### src/rtl/uart_pkg.sv
// Shared types and constants for the framed UART receiver: bit/frame state
// encodings, frame header value and the running checksum helper.
package uart_pkg;

  typedef enum logic [2:0] {
    BIT_IDLE   = 3'd0,
    BIT_START  = 3'd1,
    BIT_DATA   = 3'd2,
    BIT_STOP   = 3'd3,
    BIT_WAITHI = 3'd4
  } bit_state_e;

  typedef enum logic [1:0] {
    FRM_HDR = 2'd0,
    FRM_PAY = 2'd1,
    FRM_CHK = 2'd2
  } frame_state_e;

  localparam logic [7:0] FRAME_HDR     = 8'hA5;
  localparam int         PAYLOAD_BYTES = 4;

  // Frame checksum is a plain XOR over the payload bytes.
  function automatic logic [7:0] chk_update(input logic [7:0] acc, input logic [7:0] b);
    return acc ^ b;
  endfunction

endpackage

### src/rtl/uart_frame_rx_if.sv
// Serial input, error-clear control and received byte/word outputs of the
// framed UART receiver.
interface uart_frame_rx_if;
  logic        rx_pin_in;
  logic        clr_err;
  logic [7:0]  rx_data;
  logic        byte_valid;
  logic [31:0] rx_word;
  logic        word_valid;
  logic        frame_err;
  logic        chk_err;

  modport slave (
    input  rx_pin_in, clr_err,
    output rx_data, byte_valid, rx_word, word_valid, frame_err, chk_err
  );

  modport master (
    output rx_pin_in, clr_err,
    input  rx_data, byte_valid, rx_word, word_valid, frame_err, chk_err
  );
endinterface

### src/rtl/uart_rx_byte.sv
// 8N1 byte receiver: synchronizes the line, centres on the start bit and
// samples each bit mid-cell; reports good bytes and bad-stop events as pulses.
module uart_rx_byte
  import uart_pkg::*;
#(
  parameter int CLKS_PER_BIT = 868
) (
  input  logic       clk,
  input  logic       rst_n,
  input  logic       rx_pin_in,
  output logic [7:0] rx_data,
  output logic       byte_valid,
  output logic       frame_evt
);

  localparam int CNT_W = (CLKS_PER_BIT > 1) ? $clog2(CLKS_PER_BIT) : 1;
  localparam logic [CNT_W-1:0] CNT_LAST = CNT_W'(CLKS_PER_BIT - 1);
  localparam logic [CNT_W-1:0] CNT_HALF = CNT_W'(CLKS_PER_BIT / 2 - 1);
  localparam logic [CNT_W-1:0] CNT_ZERO = {CNT_W{1'b0}};
  localparam logic [CNT_W-1:0] CNT_ONE  = CNT_W'(1);

  localparam logic [2:0] ST_IDLE   = BIT_IDLE;
  localparam logic [2:0] ST_START  = BIT_START;
  localparam logic [2:0] ST_DATA   = BIT_DATA;
  localparam logic [2:0] ST_STOP   = BIT_STOP;
  localparam logic [2:0] ST_WAITHI = BIT_WAITHI;

  logic             sync1_r;
  logic             sync2_r;
  logic [2:0]       state_r;
  logic [CNT_W-1:0] cnt_r;
  logic [2:0]       bit_idx_r;
  logic [7:0]       shift_r;
  logic [7:0]       data_r;
  logic             valid_r;
  logic             ferr_r;

  // Line synchronizer, bit FSM, baud counter and byte output registers.
  always_ff @(posedge clk or negedge rst_n) begin
    if (!rst_n) begin
      sync1_r   <= 1'b1;
      sync2_r   <= 1'b1;
      state_r   <= ST_IDLE;
      cnt_r     <= CNT_ZERO;
      bit_idx_r <= 3'd0;
      shift_r   <= 8'h00;
      data_r    <= 8'h00;
      valid_r   <= 1'b0;
      ferr_r    <= 1'b0;
    end else begin
      sync1_r <= rx_pin_in;
      sync2_r <= sync1_r;
      valid_r <= 1'b0;
      ferr_r  <= 1'b0;
      case (state_r)
        ST_IDLE: begin
          cnt_r <= CNT_ZERO;
          if (!sync2_r) state_r <= ST_START;
          else          state_r <= ST_IDLE;
        end
        ST_START: begin
          if (cnt_r == CNT_HALF) begin
            cnt_r     <= CNT_ZERO;
            bit_idx_r <= 3'd0;
            state_r   <= sync2_r ? ST_IDLE : ST_DATA;
          end else begin
            cnt_r <= cnt_r + CNT_ONE;
          end
        end
        ST_DATA: begin
          if (cnt_r == CNT_LAST) begin
            cnt_r     <= CNT_ZERO;
            shift_r   <= {sync2_r, shift_r[7:1]};
            bit_idx_r <= bit_idx_r + 3'd1;
            if (bit_idx_r == 3'd7) state_r <= ST_STOP;
            else                   state_r <= ST_DATA;
          end else begin
            cnt_r <= cnt_r + CNT_ONE;
          end
        end
        ST_STOP: begin
          if (cnt_r == CNT_LAST) begin
            cnt_r <= CNT_ZERO;
            if (sync2_r) begin
              data_r  <= shift_r;
              valid_r <= 1'b1;
              state_r <= ST_IDLE;
            end else begin
              ferr_r  <= 1'b1;
              state_r <= ST_WAITHI;
            end
          end else begin
            cnt_r <= cnt_r + CNT_ONE;
          end
        end
        ST_WAITHI: begin
          // A held-low break must not be mistaken for a new start bit.
          cnt_r <= CNT_ZERO;
          if (sync2_r) state_r <= ST_IDLE;
          else         state_r <= ST_WAITHI;
        end
        default: begin
          cnt_r   <= CNT_ZERO;
          state_r <= ST_IDLE;
        end
      endcase
    end
  end

  assign rx_data    = data_r;
  assign byte_valid = valid_r;
  assign frame_evt  = ferr_r;

endmodule

### src/rtl/uart_frame_rx.sv
// Framed UART receiver: header 8'hA5, four payload bytes (LSB byte first) and
// an XOR check byte; good frames update rx_word, errors raise sticky flags.
module uart_frame_rx
  import uart_pkg::*;
#(
  parameter int CLK_FREQ     = 100_000_000,
  parameter int BAUD         = 115200,
  parameter int CLKS_PER_BIT = CLK_FREQ / BAUD
) (
  input  logic            CLK100MHZ,
  input  logic            rst_n,
  uart_frame_rx_if.slave  bus
);

  localparam logic [1:0] FS_HDR   = FRM_HDR;
  localparam logic [1:0] FS_PAY   = FRM_PAY;
  localparam logic [1:0] FS_CHK   = FRM_CHK;
  localparam logic [1:0] LAST_IDX = 2'(PAYLOAD_BYTES - 1);

  logic [7:0]  byte_data_s;
  logic        byte_valid_s;
  logic        frame_evt_s;
  logic        chk_evt_s;

  logic [1:0]  fstate_r;
  logic [1:0]  idx_r;
  logic [7:0]  acc_r;
  logic [31:0] payload_r;
  logic [31:0] rx_word_r;
  logic        word_valid_r;
  logic        frame_err_r;
  logic        chk_err_r;

  uart_rx_byte #(
    .CLKS_PER_BIT(CLKS_PER_BIT)
  ) u_rx_byte (
    .clk        (CLK100MHZ),
    .rst_n      (rst_n),
    .rx_pin_in  (bus.rx_pin_in),
    .rx_data    (byte_data_s),
    .byte_valid (byte_valid_s),
    .frame_evt  (frame_evt_s)
  );

  // Check byte arriving with a value different from the running XOR.
  always_comb begin
    chk_evt_s = 1'b0;
    if (byte_valid_s && (fstate_r == FS_CHK) && (byte_data_s != acc_r)) chk_evt_s = 1'b1;
    else                                                                chk_evt_s = 1'b0;
  end

  // Frame FSM: collect payload, verify checksum, publish the word.
  always_ff @(posedge CLK100MHZ or negedge rst_n) begin
    if (!rst_n) begin
      fstate_r     <= FS_HDR;
      idx_r        <= 2'd0;
      acc_r        <= 8'h00;
      payload_r    <= 32'h0000_0000;
      rx_word_r    <= 32'h0000_0000;
      word_valid_r <= 1'b0;
    end else begin
      word_valid_r <= 1'b0;
      case (fstate_r)
        FS_HDR: begin
          if (byte_valid_s && (byte_data_s == FRAME_HDR)) begin
            fstate_r <= FS_PAY;
            idx_r    <= 2'd0;
            acc_r    <= 8'h00;
          end else begin
            fstate_r <= FS_HDR;
          end
        end
        FS_PAY: begin
          // A header value here is just payload; no resynchronisation.
          if (frame_evt_s) begin
            fstate_r <= FS_HDR;
          end else if (byte_valid_s) begin
            payload_r[{idx_r, 3'b000} +: 8] <= byte_data_s;
            acc_r <= chk_update(acc_r, byte_data_s);
            if (idx_r == LAST_IDX) fstate_r <= FS_CHK;
            else                   idx_r    <= idx_r + 2'd1;
          end
        end
        FS_CHK: begin
          if (frame_evt_s) begin
            fstate_r <= FS_HDR;
          end else if (byte_valid_s) begin
            if (byte_data_s == acc_r) begin
              rx_word_r    <= payload_r;
              word_valid_r <= 1'b1;
            end
            fstate_r <= FS_HDR;
          end
        end
        default: fstate_r <= FS_HDR;
      endcase
    end
  end

  // Sticky error flags; a new error outranks a simultaneous clear.
  always_ff @(posedge CLK100MHZ or negedge rst_n) begin
    if (!rst_n) begin
      frame_err_r <= 1'b0;
      chk_err_r   <= 1'b0;
    end else begin
      if (frame_evt_s)      frame_err_r <= 1'b1;
      else if (bus.clr_err) frame_err_r <= 1'b0;
      if (chk_evt_s)        chk_err_r   <= 1'b1;
      else if (bus.clr_err) chk_err_r   <= 1'b0;
    end
  end

  assign bus.rx_data    = byte_data_s;
  assign bus.byte_valid = byte_valid_s;
  assign bus.rx_word    = rx_word_r;
  assign bus.word_valid = word_valid_r;
  assign bus.frame_err  = frame_err_r;
  assign bus.chk_err    = chk_err_r;

endmodule

### src/flat_wrapper.sv
// flat-port wrapper written by rule: the top's interface ports become plain ports
module uart_frame_rx_flat import uart_pkg::*;
#(
  parameter int CLK_FREQ     = 100_000_000,
  parameter int BAUD         = 115200,
  parameter int CLKS_PER_BIT = CLK_FREQ / BAUD
)
  (CLK100MHZ, rst_n, bus_rx_pin_in, bus_clr_err, bus_rx_data, bus_byte_valid, bus_rx_word, bus_word_valid, bus_frame_err, bus_chk_err);
  uart_frame_rx_if bus_i ();
  input  logic CLK100MHZ;
  input  logic rst_n;
  input wire logic [$bits(bus_i.rx_pin_in)-1:0] bus_rx_pin_in;
  input wire logic [$bits(bus_i.clr_err)-1:0] bus_clr_err;
  output wire logic [$bits(bus_i.rx_data)-1:0] bus_rx_data;
  output wire logic [$bits(bus_i.byte_valid)-1:0] bus_byte_valid;
  output wire logic [$bits(bus_i.rx_word)-1:0] bus_rx_word;
  output wire logic [$bits(bus_i.word_valid)-1:0] bus_word_valid;
  output wire logic [$bits(bus_i.frame_err)-1:0] bus_frame_err;
  output wire logic [$bits(bus_i.chk_err)-1:0] bus_chk_err;
  assign bus_i.rx_pin_in = bus_rx_pin_in;
  assign bus_i.clr_err = bus_clr_err;
  assign bus_rx_data = bus_i.rx_data;
  assign bus_byte_valid = bus_i.byte_valid;
  assign bus_rx_word = bus_i.rx_word;
  assign bus_word_valid = bus_i.word_valid;
  assign bus_frame_err = bus_i.frame_err;
  assign bus_chk_err = bus_i.chk_err;
  uart_frame_rx #(.CLK_FREQ(CLK_FREQ), .BAUD(BAUD), .CLKS_PER_BIT(CLKS_PER_BIT)) u_core (.CLK100MHZ(CLK100MHZ), .rst_n(rst_n), .bus(bus_i));
endmodule
### config.mk
export PLATFORM = sky130hd
export DESIGN_NAME = uart_frame_rx_flat
export DESIGN_NICKNAME = d
export VERILOG_FILES = /design/src/rtl/uart_pkg.sv /design/src/rtl/uart_frame_rx_if.sv /design/src/rtl/uart_rx_byte.sv /design/src/rtl/uart_frame_rx.sv /design/src/flat_wrapper.sv
export SDC_FILE = /design/constraint.sdc
export NUM_CORES = 1
export LEC_CHECK = 0
export CORE_MARGIN = 2
export CORE_UTILIZATION = 40
export CTS_CLUSTER_SIZE = 28
export DETAILED_ROUTE_END_ITERATION = 8
export HOLD_SLACK_MARGIN = 0.02
export SLEW_MARGIN = 30
export SYNTH_ARGS = -nofsm -noshare
export SYNTH_HDL_FRONTEND = slang
export SYNTH_HIERARCHICAL = 1
export SYNTH_SLANG_ARGS = --single-unit
### constraint.sdc
create_clock -name CLK100MHZ -period 3.4 [get_ports CLK100MHZ]
set_input_delay 0.85 -clock CLK100MHZ [delete_from_list [all_inputs] [get_ports CLK100MHZ]]
set_output_delay 0.85 -clock CLK100MHZ [all_outputs]
set_load 0.1 [all_outputs]
# [Yosys cells after proc, flatten, opt, wreduce, memory -nomap -nowiden]
# Index checks and enable logic that the tools add are counted.
[totals] ff_bits=115 latchBits=0 ramBits=0 romBits=0 input_bits=4 out_inout_bits=44 elab_cells=112 memories=0
[classes] n_addsub=4 mul=0 div_mod_pow=0 magnitude_cmp=0 eq_ne=23 n_shift=2 muxes=45 bitwise=2 reduce_logical=19
[op_table] op="32-bit bitwise mux" count=1
[op_table] op="8-bit by 7-bit variable shift with 32-bit output (first input constant)" count=1
[op_table] op="8-bit by 7-bit indexed part select with 32-bit output" count=1
[op_table] op="8-bit two-way mux" count=3
[op_table] op="10-bit two-way mux" count=2
[op_table] op="2-bit two-way mux" count=10
[op_table] op="10-bit case mux with 2 select lines" count=1
[op_table] op="3-bit two-way mux" count=6
[op_table] op="1-bit two-way mux" count=17
[op_table] op="8-bit case mux with 2 select lines" count=1
[op_table] op="3-bit case mux with 5 select lines" count=1
[op_table] op="3-bit AND reduction" count=5
[op_table] op="2-bit inequality test (second input constant)" count=6
[op_table] op="10-bit by 1-bit adder with 10-bit output (second input constant)" count=1
[op_table] op="10-bit == test (second input constant)" count=1
[op_table] op="10-bit by 9-bit == test with 1-bit output (second input constant)" count=1
[op_table] op="8-bit == test" count=1
[op_table] op="8-bit == test (second input constant)" count=1
[op_table] op="8-bit inequality test" count=1
[op_table] op="4-bit AND reduction" count=2
[op_table] op="2-bit nonzero test" count=4
[op_table] op="8-bit bitwise XOR" count=1
[op_table] op="5-bit negator with 7-bit output" count=1
[op_table] op="3-bit by 2-bit == test with 1-bit output (second input constant)" count=2
[op_table] op="19 further kinds" count=24

# [Longest topological paths before layout]
[depth] word_depth=5 ltp_mapped=7 depth_no_buf=6

# [By module]
# The synthesis kept the hierarchy.
[modules_own_cells] mod="uart_frame_rx" n_inst=1 cells_per_inst=308 area_each_um2=3485.8 seq_area_each_um2=1976.9
[modules_own_cells] mod="uart_rx_byte" n_inst=1 cells_per_inst=132 area_each_um2=1669.1 seq_area_each_um2=903.4

# [Worst setup path after synthesis]
# Ideal clock, no wire load.
[synth_timing] kind="flip-flop to flip-flop" startpoint="reg u_core.u_rx_byte.data_r[1], in the netlist u_core/u_rx_byte/rx_data[1]" endpoint="reg u_core.rx_word_r[0], in the netlist u_core/bus.rx_word[0]" setup_ps=125 arrival_ps=2297 required_ps=3275 slack_ps=977 stages_incl_launch_ff=7 path_buffers=2 synth_period_minus_slack_ps=2423 cell_sequence="dfrtp_1 -> buf_2 -> xor2_1 -> nor4_2 -> nand3_2 -> buf_6 -> mux2_4"
[synth_between] elab_chain_cells=2
[synth_lines] element="start, declared" line="uart_rx_byte.sv:34" rtl="logic [7:0] data_r;"
[synth_lines] element="start signal, assigned" line="uart_rx_byte.sv:85" rtl="data_r <= shift_r;"
[synth_lines] element="8-bit == test" line="uart_frame_rx.sv:88" rtl="if (byte_data_s == acc_r) begin"
[synth_lines] element="4-bit AND reduction (no source line)"
[synth_lines] element="end signal, assigned" line="uart_frame_rx.sv:89" rtl="rx_word_r <= payload_r;"
[synth_lines] element="end, declared" line="uart_frame_rx.sv:29" rtl="logic [31:0] rx_word_r;"
# Every way passes these cells.
# A chain may end at the register's enable or synchronous reset.

# [Final worst setup path]
[layout_timing] startpoint="reg u_core.u_rx_byte.data_r[2], in the netlist u_core/u_rx_byte/rx_data[2]" endpoint="out bus_rx_data[2]"
[layout_lines] element="end, declared" line="flat_wrapper.sv:14" rtl="output wire logic [$bits(bus_i.rx_data)-1:0] bus_rx_data;"
# No word-level cell between the ends.

==> impl.org <==
** Power and ir drop
- Leakage dissipation :: 3.06 nW
- Maximum ir drop on the vdd rail :: 0.493 mV
- Total power :: 3.05 mW
- Pwr/cell area :: 493 nW/um^2

** Synthesis
- Count of synthesis-stage warnings from yosys :: 6
- In this run, synthesis inferred 0 flip-flops with an integrated enable.
- In the synthesized netlist the dominant register cell turns out to be sky130_fd_sc_hd__dfrtp_1.
- Flip-flop and latch count after synthesis :: 115
- Post-synthesis average cell area :: 11.7 um^2
- Synth top area cells :: sky130_fd_sc_hd__dfrtp_1 (55%), sky130_fd_sc_hd__mux2_4 (11%), sky130_fd_sc_hd__nand2_1 (6.0%)
- Number of standard cells after synthesis :: 440
- Post-synthesis sequential area ratio :: 0.559
- Share of the synthesized area in the top cell type :: 0.549
- For this run, asynchronously set or reset flops after synthesis account for 1.00.
- Top cell type by total area after synthesis :: sky130_fd_sc_hd__dfrtp_1
- Post-synthesis instance area :: 5150 um^2
- In this run, distinct cell masters in the synthesized netlist total 48.
- The number of nets handed over by synthesis was 453.

** Drt
- Antenna Violating Nets Remaining :: 0
- The first routing iteration left 224 violations.
- After detailed routing, the number of remaining DRC violations is 0.
- In the routed layout, each cell is associated on average with a via count of 4.76.
- Iteration count of the initial detailed-routing pass :: 4
- Dividing the detail-routed wire length by the instance count gives 14.5 um.
- The final layout contains routed wiring with a total length of 9780 um.
- For this block, the via count after detailed routing is 3203.

** Die
- The die covers 13800 um^2.
- Total core area :: 12600 um^2
- Chip Width :: 118 um
- Overall die height :: 118 um
- Pin placement for this block handled 48 I/O pins.
- The floorplan has 41 rows.
- Starting Density :: 0.408

** STA
- Unrepaired setup endpoints after global routing :: no
- Setup-violating endpoint count in the final report :: 0
- Total Neg Setup Slack :: 0 ns
- Final period utilization :: 0.672
- Final Hold Viols :: 0
- Clock skew on the completed layout was measured at 0.00710 ns.
- At the pin with the least slew margin, the transition time is 0.792 ns.
- The smallest clock period supported by the final layout is computed as 2.28 ns.
- Timing-limited maximum frequency :: 0.438 GHz
- The worst pin sits at a relative slew slack of 0.471.
- The final-report max-slew violation count is 0.

** GRT
- Entering global routing, the biggest net connects 49 pins.
- The initial antenna violation count is 0.
- The first global-routing pass estimated 16400 um of wire.
- Aggregate global routing overflow :: 0
- Across every metal layer, demand over resource in global routing totals 0.153.
- The via count of the first global-routing pass came to 3200.

** Final layout
- The final layout contains 501 nets.
- Most common library cell in the layout ignoring fill and taps :: sky130_fd_sc_hd__dfrtp_1
- Antenna diode count :: 0
- The area growth from synthesis to layout is 19.9%.
- Ratio of cells with drive above 1 in the final layout :: 0.281
- The library cells used most frequently in the layout, excluding fill and tap cells, are sky130_fd_sc_hd__dfrtp_1 (113), sky130_fd_sc_hd__nand2_1 (83), sky130_fd_sc_hd__o21ai_0 (49).

** Clock network
- TritonCTS built the clock tree.
- The H-tree was split into 4 levels.
- The cell sitting at the root of the clock tree is a sky130_fd_sc_hd__clkbuf_16.
- Number of hold-repair buffers added at the cts stage :: 0
- Clock transition at the register clock pins on the worst setup and hold paths after CTS :: 0.05 ns
- The longest clock path from root to sink contains 2 buffers.
- Counting every sink on the clock net gives 115.
- For the worst-skew pair, the clock arrives at the later sink with an insertion delay of 0.42 ns.
- Count of instances resized after the clock tree is built :: 0
- Count of buffers added by post-CTS timing repair for setup :: 0
- TritonCTS created 17 clock buffers.

** Worst setup path
- STA puts the critical path data required time at 2.55 ns.
- The kind of cell with the highest combined delay along the critical path is flip-flops.
- Ordered cell list for the critical path :: buf_4
- Counting both buffers and inverters, the worst setup path holds a total of 1.
- Crit start category :: register
- Highest fanout seen on the critical path :: 10
- Startpoint-to-endpoint class of the critical path :: register to primary output
- The slowest stage of the critical path is the sky130_fd_sc_hd__dfrtp_1 cell.
- For the worst setup path, the data arrival time is 1.43 ns.
- Slowest stage delay, CP :: 0.64 ns
- STA classifies the critical path endpoint as a primary output.

** Run status
- The flow ran to the end, and the final reports show no timing, DRC or antenna violations.

** Placed design
- Final Wtd Congestion :: 0.757
- Detailed-placement wirelength estimate :: 6550 um
- Input and output buffers added on the ports amount to 47.

** Min path
- Kind of path behind the tightest hold check :: register to register

** Flow run
- Number of max-capacitance violations reported :: 0
## cell type report
class                           count  area [um^2]
Clock inverter                      9         80.1
Sequential cell                   115         2880
Tap cell                          172          215
Fill cell                        1150         6440
Inverter                           13         48.8
Multi-Input combinational cell    291         2080
Clock buffer                       23          478
Timing Repair Buffer               50          393
## path summary, 6_finish.rpt
path                                                    startpoint                                  to  slack, ns  cells past startpoint
max                        u_core/u_rx_byte/rx_data[2]$_DFFE_PN0P_                      bus_rx_data[2]       1.12                      1
min                             u_core/u_rx_byte/sync1_r$_DFF_PN1_  u_core/u_rx_byte/sync2_r$_DFF_PN1_       0.35                      0
max reg2reg                u_core/u_rx_byte/rx_data[4]$_DFFE_PN0P_  u_core/bus.rx_word[13]$_DFFE_PN0P_       1.28                      5
min reg2reg                     u_core/u_rx_byte/sync1_r$_DFF_PN1_  u_core/u_rx_byte/sync2_r$_DFF_PN1_       0.35                      0
max in group asynchronous                                    rst_n  u_core/u_rx_byte/sync1_r$_DFF_PN1_       2.16                      2
min in group asynchronous                                    rst_n  u_core/bus.rx_word[11]$_DFFE_PN0P_       0.43                      1
## logic make-up after synthesis
family,after synthesis,share of synthesized area
xor+xnor,16,0.0272
simple gates,149,0.142
fa+ha+maj,9,0.0218
buf+inv,34,0.0381
compound gates,64,0.0699
mux,53,0.142
flops,115,0.559
## sequential cells by signal, indices dropped and copies added, names as in the netlist
register,count
u_core/bus.frame_err,1
u_core/bus.chk_err,1
u_core/u_rx_byte/shift_r,8
u_core/u_rx_byte/sync2_r,1
u_core/u_rx_byte/cnt_r,10
u_core/bus.rx_word,32
u_core/u_rx_byte/sync1_r,1
u_core/u_rx_byte/byte_valid,1
u_core/bus.word_valid,1
u_core/fstate_r,2
u_core/u_rx_byte/frame_evt,1
u_core/acc_r,8
u_core/payload_r,32
u_core/idx_r,2
u_core/u_rx_byte/state_r,3
u_core/u_rx_byte/rx_data,8
u_core/u_rx_byte/bit_idx_r,3
## synthesized netlist by cell type, drive strengths merged (2+ instances only)
library cell  number
ha                 9
nor4               3
a211oi             3
nor2              26
nor2b              4
buf               13
and4bb             2
mux2              50
dfrtp            113
xnor2              5
nand4bb            2
a21o               4
nor3b              5
o21ai             49
inv               13
clkbuf             8
nand4b             2
a21oi              2
nand2             84
nand3b             2
xor2              11
nand3              6
nor3               5
mux2i              3
dfstp              2
## per-layer routing
layer  part of all wire  up-vias  global-route usage
li1                   -     1590                   -
met1               0.49     1542               0.205
met2               0.45       63               0.224
met3              0.047        8              0.0572
met4              0.011        0              0.0633
met5                  0        -                   0
## where the power goes
group	internal (mW)	switching, mW	total (mW)
sequential	1.37	0.00141	1.37
clock	1.05	0.588	1.64
combinational	0.00622	0.0268	0.0330
total	2.43	0.616	3.05
## per-stage QoR
step            util  std cells  hold WS (ns)  setup slack, ns  instance area (um^2)
3_3_place_gp   0.445        641         0.350             1.27                  5620
2_1_floorplan      -        440         0.345            0.977                  5150
6_report       0.490        673         0.348             1.12                  6180
5_1_grt        0.490        673         0.353             1.06                  6180
4_1_cts        0.489        673         0.353             1.07                  6170
3_5_place_dp   0.445        641         0.347             1.27                  5620
Power figures use the tool's default switching activity.
